## src/rtl/hazard_ctrl.sv

```systemverilog
// Load-use / memory-wait / branch-flush sequencer. Controls are combinational, valid in the same cycle as state and inputs.
// Stalls freeze the PC and IF/ID. Optional perf counters are enabled by the HAZARD_PERF_CNT_EN macro.
module hazard_ctrl #(
  parameter int LOAD_USE_LAT = 1,
  parameter int MEM_TIMEOUT  = 255
) (
  input  logic        clk,
  input  logic        rst_n,
  input  logic [4:0]  id_rs1,
  input  logic [4:0]  id_rs2,
  input  logic        id_rs1_vld,
  input  logic        id_rs2_vld,
  input  logic [4:0]  ex_rd,
  input  logic        ex_rd_vld,
  input  logic        ex_is_load,
  input  logic        ex_br_taken,
  input  logic        mem_req,
  input  logic        mem_ack,
  output logic        pc_en,
  output logic        ifid_en,
  output logic        ifid_flush,
  output logic        idex_en,
  output logic        idex_flush,
  output logic [1:0]  state,
  output logic        mem_timeout_err,
  output logic [31:0] stall_cnt,
  output logic [31:0] flush_cnt
);

  localparam logic [1:0] S_RUN      = 2'd0;
  localparam logic [1:0] S_BUBBLE   = 2'd1;
  localparam logic [1:0] S_MEM_WAIT = 2'd2;
  localparam logic [1:0] S_FLUSH    = 2'd3;
  localparam logic [1:0] BUB_INIT   = (LOAD_USE_LAT > 1) ? 2'(LOAD_USE_LAT - 2) : 2'd0;
  localparam logic [7:0] TMO        = 8'(MEM_TIMEOUT);

  logic [1:0] r_state, w_next;
  logic [1:0] r_bub_cnt, w_bub_nxt;
  logic [7:0] r_wait_cnt, w_wait_nxt;
  logic       r_flush_pend, w_pend_nxt;
  logic       r_err, w_err_nxt;
  logic       w_hz, w_mem_stall;

  assign w_hz = ex_is_load && ex_rd_vld && (ex_rd != 5'd0) &&
                ((id_rs1_vld && (id_rs1 == ex_rd)) || (id_rs2_vld && (id_rs2 == ex_rd)));
  assign w_mem_stall = mem_req && !mem_ack;

  always_ff @(posedge clk or negedge rst_n) begin
    if (!rst_n) begin
      r_state      <= S_RUN;
      r_bub_cnt    <= 2'd0;
      r_wait_cnt   <= 8'd0;
      r_flush_pend <= 1'b0;
      r_err        <= 1'b0;
    end else begin
      r_state      <= w_next;
      r_bub_cnt    <= w_bub_nxt;
      r_wait_cnt   <= w_wait_nxt;
      r_flush_pend <= w_pend_nxt;
      r_err        <= w_err_nxt;
    end
  end

  always_comb begin
    w_next     = r_state;
    w_bub_nxt  = r_bub_cnt;
    w_wait_nxt = r_wait_cnt;
    w_pend_nxt = r_flush_pend;
    w_err_nxt  = r_err;
    case (r_state)
      S_RUN: begin
        if (w_mem_stall) begin
          w_next     = S_MEM_WAIT;
          w_wait_nxt = 8'd0;
        end else begin
          w_pend_nxt = 1'b0;
          if (ex_br_taken) begin
            w_next = S_FLUSH;
          end else if (w_hz && (LOAD_USE_LAT > 1)) begin
            w_next    = S_BUBBLE;
            w_bub_nxt = BUB_INIT;
          end
        end
      end
      S_BUBBLE: begin
        if (r_bub_cnt == 2'd0) w_next = S_RUN;
        else                   w_bub_nxt = r_bub_cnt - 2'd1;
      end
      S_MEM_WAIT: begin
        if (mem_ack) begin
          w_next = S_RUN;
        end else if (r_wait_cnt == TMO) begin
          w_err_nxt = 1'b1;
          w_next    = S_RUN;
        end else begin
          w_wait_nxt = r_wait_cnt + 8'd1;
        end
      end
      default: begin
        // A memory stall during FLUSH defers the IF/ID flush until the wait ends.
        if (w_mem_stall) begin
          w_next     = S_MEM_WAIT;
          w_wait_nxt = 8'd0;
          w_pend_nxt = 1'b1;
        end else begin
          w_next = S_RUN;
        end
      end
    endcase
  end

  always_comb begin
    pc_en      = 1'b1;
    ifid_en    = 1'b1;
    idex_en    = 1'b1;
    ifid_flush = 1'b0;
    idex_flush = 1'b0;
    if (!rst_n) begin
      pc_en      = 1'b0;
      ifid_en    = 1'b0;
      idex_en    = 1'b0;
      ifid_flush = 1'b1;
      idex_flush = 1'b1;
    end else begin
      case (r_state)
        S_RUN: begin
          if (w_mem_stall) begin
            pc_en   = 1'b0;
            ifid_en = 1'b0;
            idex_en = 1'b0;
          end else if (ex_br_taken) begin
            ifid_flush = 1'b1;
            idex_flush = 1'b1;
          end else begin
            ifid_flush = r_flush_pend;
            if (w_hz) begin
              pc_en      = 1'b0;
              ifid_en    = 1'b0;
              idex_flush = 1'b1;
            end
          end
        end
        S_BUBBLE: begin
          pc_en      = 1'b0;
          ifid_en    = 1'b0;
          idex_flush = 1'b1;
        end
        S_MEM_WAIT: begin
          if (!mem_ack) begin
            pc_en   = 1'b0;
            ifid_en = 1'b0;
            idex_en = 1'b0;
          end
        end
        default: begin
          if (w_mem_stall) begin
            pc_en   = 1'b0;
            ifid_en = 1'b0;
            idex_en = 1'b0;
          end else begin
            ifid_flush = 1'b1;
          end
        end
      endcase
    end
  end

  assign state           = r_state;
  assign mem_timeout_err = r_err;

`ifdef HAZARD_PERF_CNT_EN
  logic [31:0] r_stall_cnt, r_flush_cnt;

  always_ff @(posedge clk or negedge rst_n) begin
    if (!rst_n) begin
      r_stall_cnt <= 32'd0;
      r_flush_cnt <= 32'd0;
    end else begin
      if (!pc_en) r_stall_cnt <= r_stall_cnt + 32'd1;
      if ((w_next == S_FLUSH) && (r_state != S_FLUSH)) r_flush_cnt <= r_flush_cnt + 32'd1;
    end
  end

  assign stall_cnt = r_stall_cnt;
  assign flush_cnt = r_flush_cnt;
`else
  assign stall_cnt = 32'd0;
  assign flush_cnt = 32'd0;
`endif

endmodule

```

## config.mk

```make
export PLATFORM = sky130hd
export DESIGN_NAME = hazard_ctrl
export DESIGN_NICKNAME = d
export VERILOG_FILES = /design/src/rtl/hazard_ctrl.sv
export SDC_FILE = /design/constraint.sdc
export NUM_CORES = 1
export LEC_CHECK = 0
export CAP_MARGIN = 10
export CORE_MARGIN = 3
export CORE_UTILIZATION = 37
export DETAILED_ROUTE_END_ITERATION = 8
export GPL_TIMING_DRIVEN = 0
export MAX_ROUTING_LAYER = met4
export PLACE_DENSITY = 0.85
export SLEW_MARGIN = 10
export SYNTH_ARGS = -nofsm -noshare
export SYNTH_HDL_FRONTEND = slang
export SYNTH_SLANG_ARGS = --single-unit
```

## constraint.sdc

```tcl
create_clock -name clk -period 2.9 [get_ports clk]
set_input_delay 0.725 -clock clk [delete_from_list [all_inputs] [get_ports clk]]
set_output_delay 0.725 -clock clk [all_outputs]
set_load 0.1 [all_outputs]
```

==> results <==
- By startpoint and endpoint, the worst setup path is classified as primary input to output pin.
- After legalization and detailed placement, the total HPWL measured 2660 um.
- The placement-stage cell area is 0.00220 mm2.
- The first-pass iteration count of the detailed router is 4.
- The number of synthesized register bits is 14.
- The endpoint of the worst hold path is r_bub_cnt[0].
- The reg-to-reg critical path endpoint is r_wait_cnt[4].
- The area added between synthesis and finish is 51.8%.
- Counting along the longest clock path gives a buffer depth of 2.
- The run finished, with violations left.
- The number of violations reported at the end of detailed-routing iteration 0 is 94.
- The period utilization is 101%.
- The H-tree depth reported by CTS is 1.
- After floorplanning, the core was sized to cover 0.00383 mm2.
- The number of cells on the worst reg-to-reg path is 6.
- The routed length on met3 is 289 um.
- The fraction of final layout cells sized beyond drive strength 1 is 35.0%.
- After filler insertion, the fill cell instance count of the layout stands at 328.
- STA puts the critical path data required time at 2.17 ns.
- STA classifies the critical path endpoint as an output pin.
- Across all register-to-register paths, the minimum setup slack is 0.80 ns.
- TritonCTS created 3 clock buffers.
- After detailed routing, the number of vias per cell comes to 4.05.
- The final net count is 318.
- For this design the ratio of total power to cell area is 744 mW/mm2.
- The number of cells on the worst hold path is 1.
- Pin placement for this block handled 96 I/O pins.
- Detailed routing inserted a total of 1,353 vias.
- The fraction of registers with async set/reset is 100%.
- The final design area excluding fillers is 0.00233 mm2.
- For this block, wires on met1 add up to 1230 um.
- The overall overflow remaining after global route is 0.
- Net switching is 59.2% of the power.
- The path class of the tightest hold or removal check is flip-flop to flip-flop.
- The met2 layer wire length in the routed design is 1710 um.
- After synthesis, the mean cell area works out to 8.39 um2.
- At the pin with the least slew margin, the transition time is 0.973 ns.
- The power share of the sequential group is 16.4%.
- For this run, the register share of the synthesized area comes to 22.8%.
- In this run the most critical hold path is launched from r_bub_cnt[0].
- After layout, the minimum clock period comes to 2.92 ns.
- Derived from the worst setup path, the maximum achievable clock frequency is 0.342 GHz.
- The clock latency of the later-clocked register in the worst-skew pair is 0.24 ns.
- The pin count of the biggest net entering global routing is 18.
- The normalized max-slew margin is 34.9%.
- The worst setup path is launched from a primary input.
- The max-capacitance violation count is 0.
- The final layout contains routed wiring with a total length of 3270 um.
- The checks that failed: negative setup slack.
- The post-synth design cell area is 0.00154 mm2.
- The number of antenna diodes is 0.
- The clock arrives with 0.00157 ns of skew.
- The internal portion of total power is 0.000708 W.
- In the routed design, unresolved DRC markers number 0.
- Along the worst path, the maximum fanout reaches 3.
- Measured along the y axis, the die boundary spans 70.4 um.
- Setup violations remaining at the end of the flow were counted as 2.
- The die width is 70.4 um.
- The hold buffer count at cts is 0.
- The worst register-to-register path begins at state[0].
- Setup repair after global routing could not meet its margin everywhere.
- Buffers placed on the I/O ports in this run total 31.
- Among all flip-flop cells after synthesis, the most frequent one is dfrtp_1.
- The number of routed nets with antenna violations is 0.
- The number of global-route vias before repair was 1,205.
- The maximum vdd drop is 0.438 mV.
- The number of library cell types mapped by synthesis is 41.
- The library cell used as clock root buffer is clkbuf_8.
- Leaving out fill and tap cells, the most frequent cell in the layout is buf_4.
- In the post-route analysis, the smallest setup slack over all paths is -0.0209 ns.
- Synthesis handed over a netlist of 183 instances.
- Once the floorplan was initialized, standard cells occupied 40.1% of the core.
- The analysis attributes to net switching a power of 0.00103 W.
- The number of antenna violations at the first check in global routing is 0.
- Including well taps, the total number of placed cells is 325.
- The row count is 22.
- Leaving out filler cells and counting taps, the final layout contains 334.
- The arrival time of data at the critical path endpoint is 2.20 ns.
- The leakage power figure is 1.23 nW.
- The Yosys step of the flow raised 0 warnings.
- The number of hold violations in the final report came to 0.
- The power share of the combinational group is 72.5%.
- The highest metal layer carrying signal wires in the routed design is met4.
- The clock network accounts for 11.0% of the total power.
- The final weighted congestion in routability-driven placement is 0.838.
- The number of flops mapped to enable cells by yosys is 0.
- The total track usage is 13.1%.
- Dividing the detail-routed wire length by the instance count gives 9.78 um.
- The number of sinks on the clock net is 14.
- The final number of max-transition violations is 0.
- The library cells used most frequently in the layout, excluding fill and tap cells, are buf_4, conb_1, dfrtp_1.
- The clock-pin slew of the registers on the worst-case setup and hold paths is 0.06 ns.
- The global-route wire length before repair is 5190 um.
- The full die area is 0.00496 mm2.
- TritonCTS built the clock tree.
-- worst max path at each step --
stage	to	slack (ns)	start
floorplan	pc_en	-0.10	ex_rd[1]
global placement	pc_en	-1.44	ex_rd[1]
detailed placement	pc_en	-1.48	ex_rd[1]
CTS	pc_en	-0.05	id_rs1[3]
global route	pc_en	-0.08	ex_rd[1]
finish	pc_en	-0.02	ex_rd[1]
-- final cells by class --
class	count	area, um2	area share (%)
flip-flops and latches	14	358	15.4
inverters	9	33.8	1.45
clock buffers	4	55.1	2.36
repair buffers	36	355	15.2
plain buffers	68	515	22.1
multi-input cells	155	953	40.9
well taps	48	60.1	2.58
-- cells by family after synthesis --
kind of cell / synth area share, %
other: 0.244
multiplexers: 2.69
flip-flops: 22.8
XOR/XNOR: 6.28
adder cells (fa/ha/maj): 5.70
AO/OA/AOI/OAI: 13.1
buffers and inverters: 35.0
AND/OR/NAND/NOR: 14.2
-- Yosys cell counts, types with 2 or more instances --
library cell | n | area (um2)
nor4_1 | 3 | 18.8
o31ai_1 | 6 | 45.0
xnor2_1 | 3 | 26.3
xor2_1 | 8 | 70.1
inv_1 | 9 | 33.8
a21oi_1 | 6 | 30.0
ha_1 | 7 | 87.6
nand2b_1 | 2 | 12.5
nor3_1 | 3 | 15.0
nand3_1 | 5 | 25.0
nand2_1 | 8 | 30.0
or4_1 | 5 | 37.5
buf_2 | 2 | 10.0
dfrtp_1 | 14 | 350
o21ai_0 | 5 | 25.0
nor2_1 | 6 | 22.5
buf_4 | 65 | 488
mux2i_1 | 3 | 30.0
-- repair_timing --
action	CTS	global route
setup buffers	2	4
endpoints found under the setup margin	5	5
pin swaps	11	8
gates resized for setup	66	12
-- critical path: stages --
cell,delay [ns]
buf_8,0.10
or4_4,0.53
o211ai_1,0.25
a2111o_1,0.14
o211a_4,0.19
buf_12,0.10
buf_12,0.16
-- per-stage QoR --
stage	TNS (ns)	power, W	worst slack, ns	util [%]	hold slack, ns
after global placement	-6.09	0.00149	-1.44	57.5	0.462
after global routing	-0.202	0.00182	-0.0827	60.9	0.515
after CTS	-0.0712	0.00172	-0.0509	59.7	0.479
final	-0.0245	0.00174	-0.0209	60.9	0.477
after floorplan	-0.178	0.00133	-0.101	-	0.429
after detailed placement	-6.16	0.00151	-1.48	57.5	0.469
-- flip-flops by register name, indices dropped and copies added (netlist names) --
name,flops
r_flush_pend,1
r_bub_cnt,2
r_wait_cnt,8
state,2
mem_timeout_err,1
-- layer usage --
layer / track usage, % / up-vias
met5: - / -
met4: 4.47 / 0
met3: 2.59 / 4
met2: 22.2 / 69
met1: 15.3 / 575
li1: - / 705
-- power groups by stage --
stage	Combinational (W)	Clock (W)	Sequential, W
2_1_floorplan	0.000950	0	0.000375
3_3_place_gp	0.00121	0	0.000285
3_5_place_dp	0.00122	0	0.000289
4_1_cts	0.00125	0.000194	0.000285
5_1_grt	0.00133	0.000204	0.000293
6_report	0.00126	0.000192	0.000285
(Power assumes the default switching activity.)
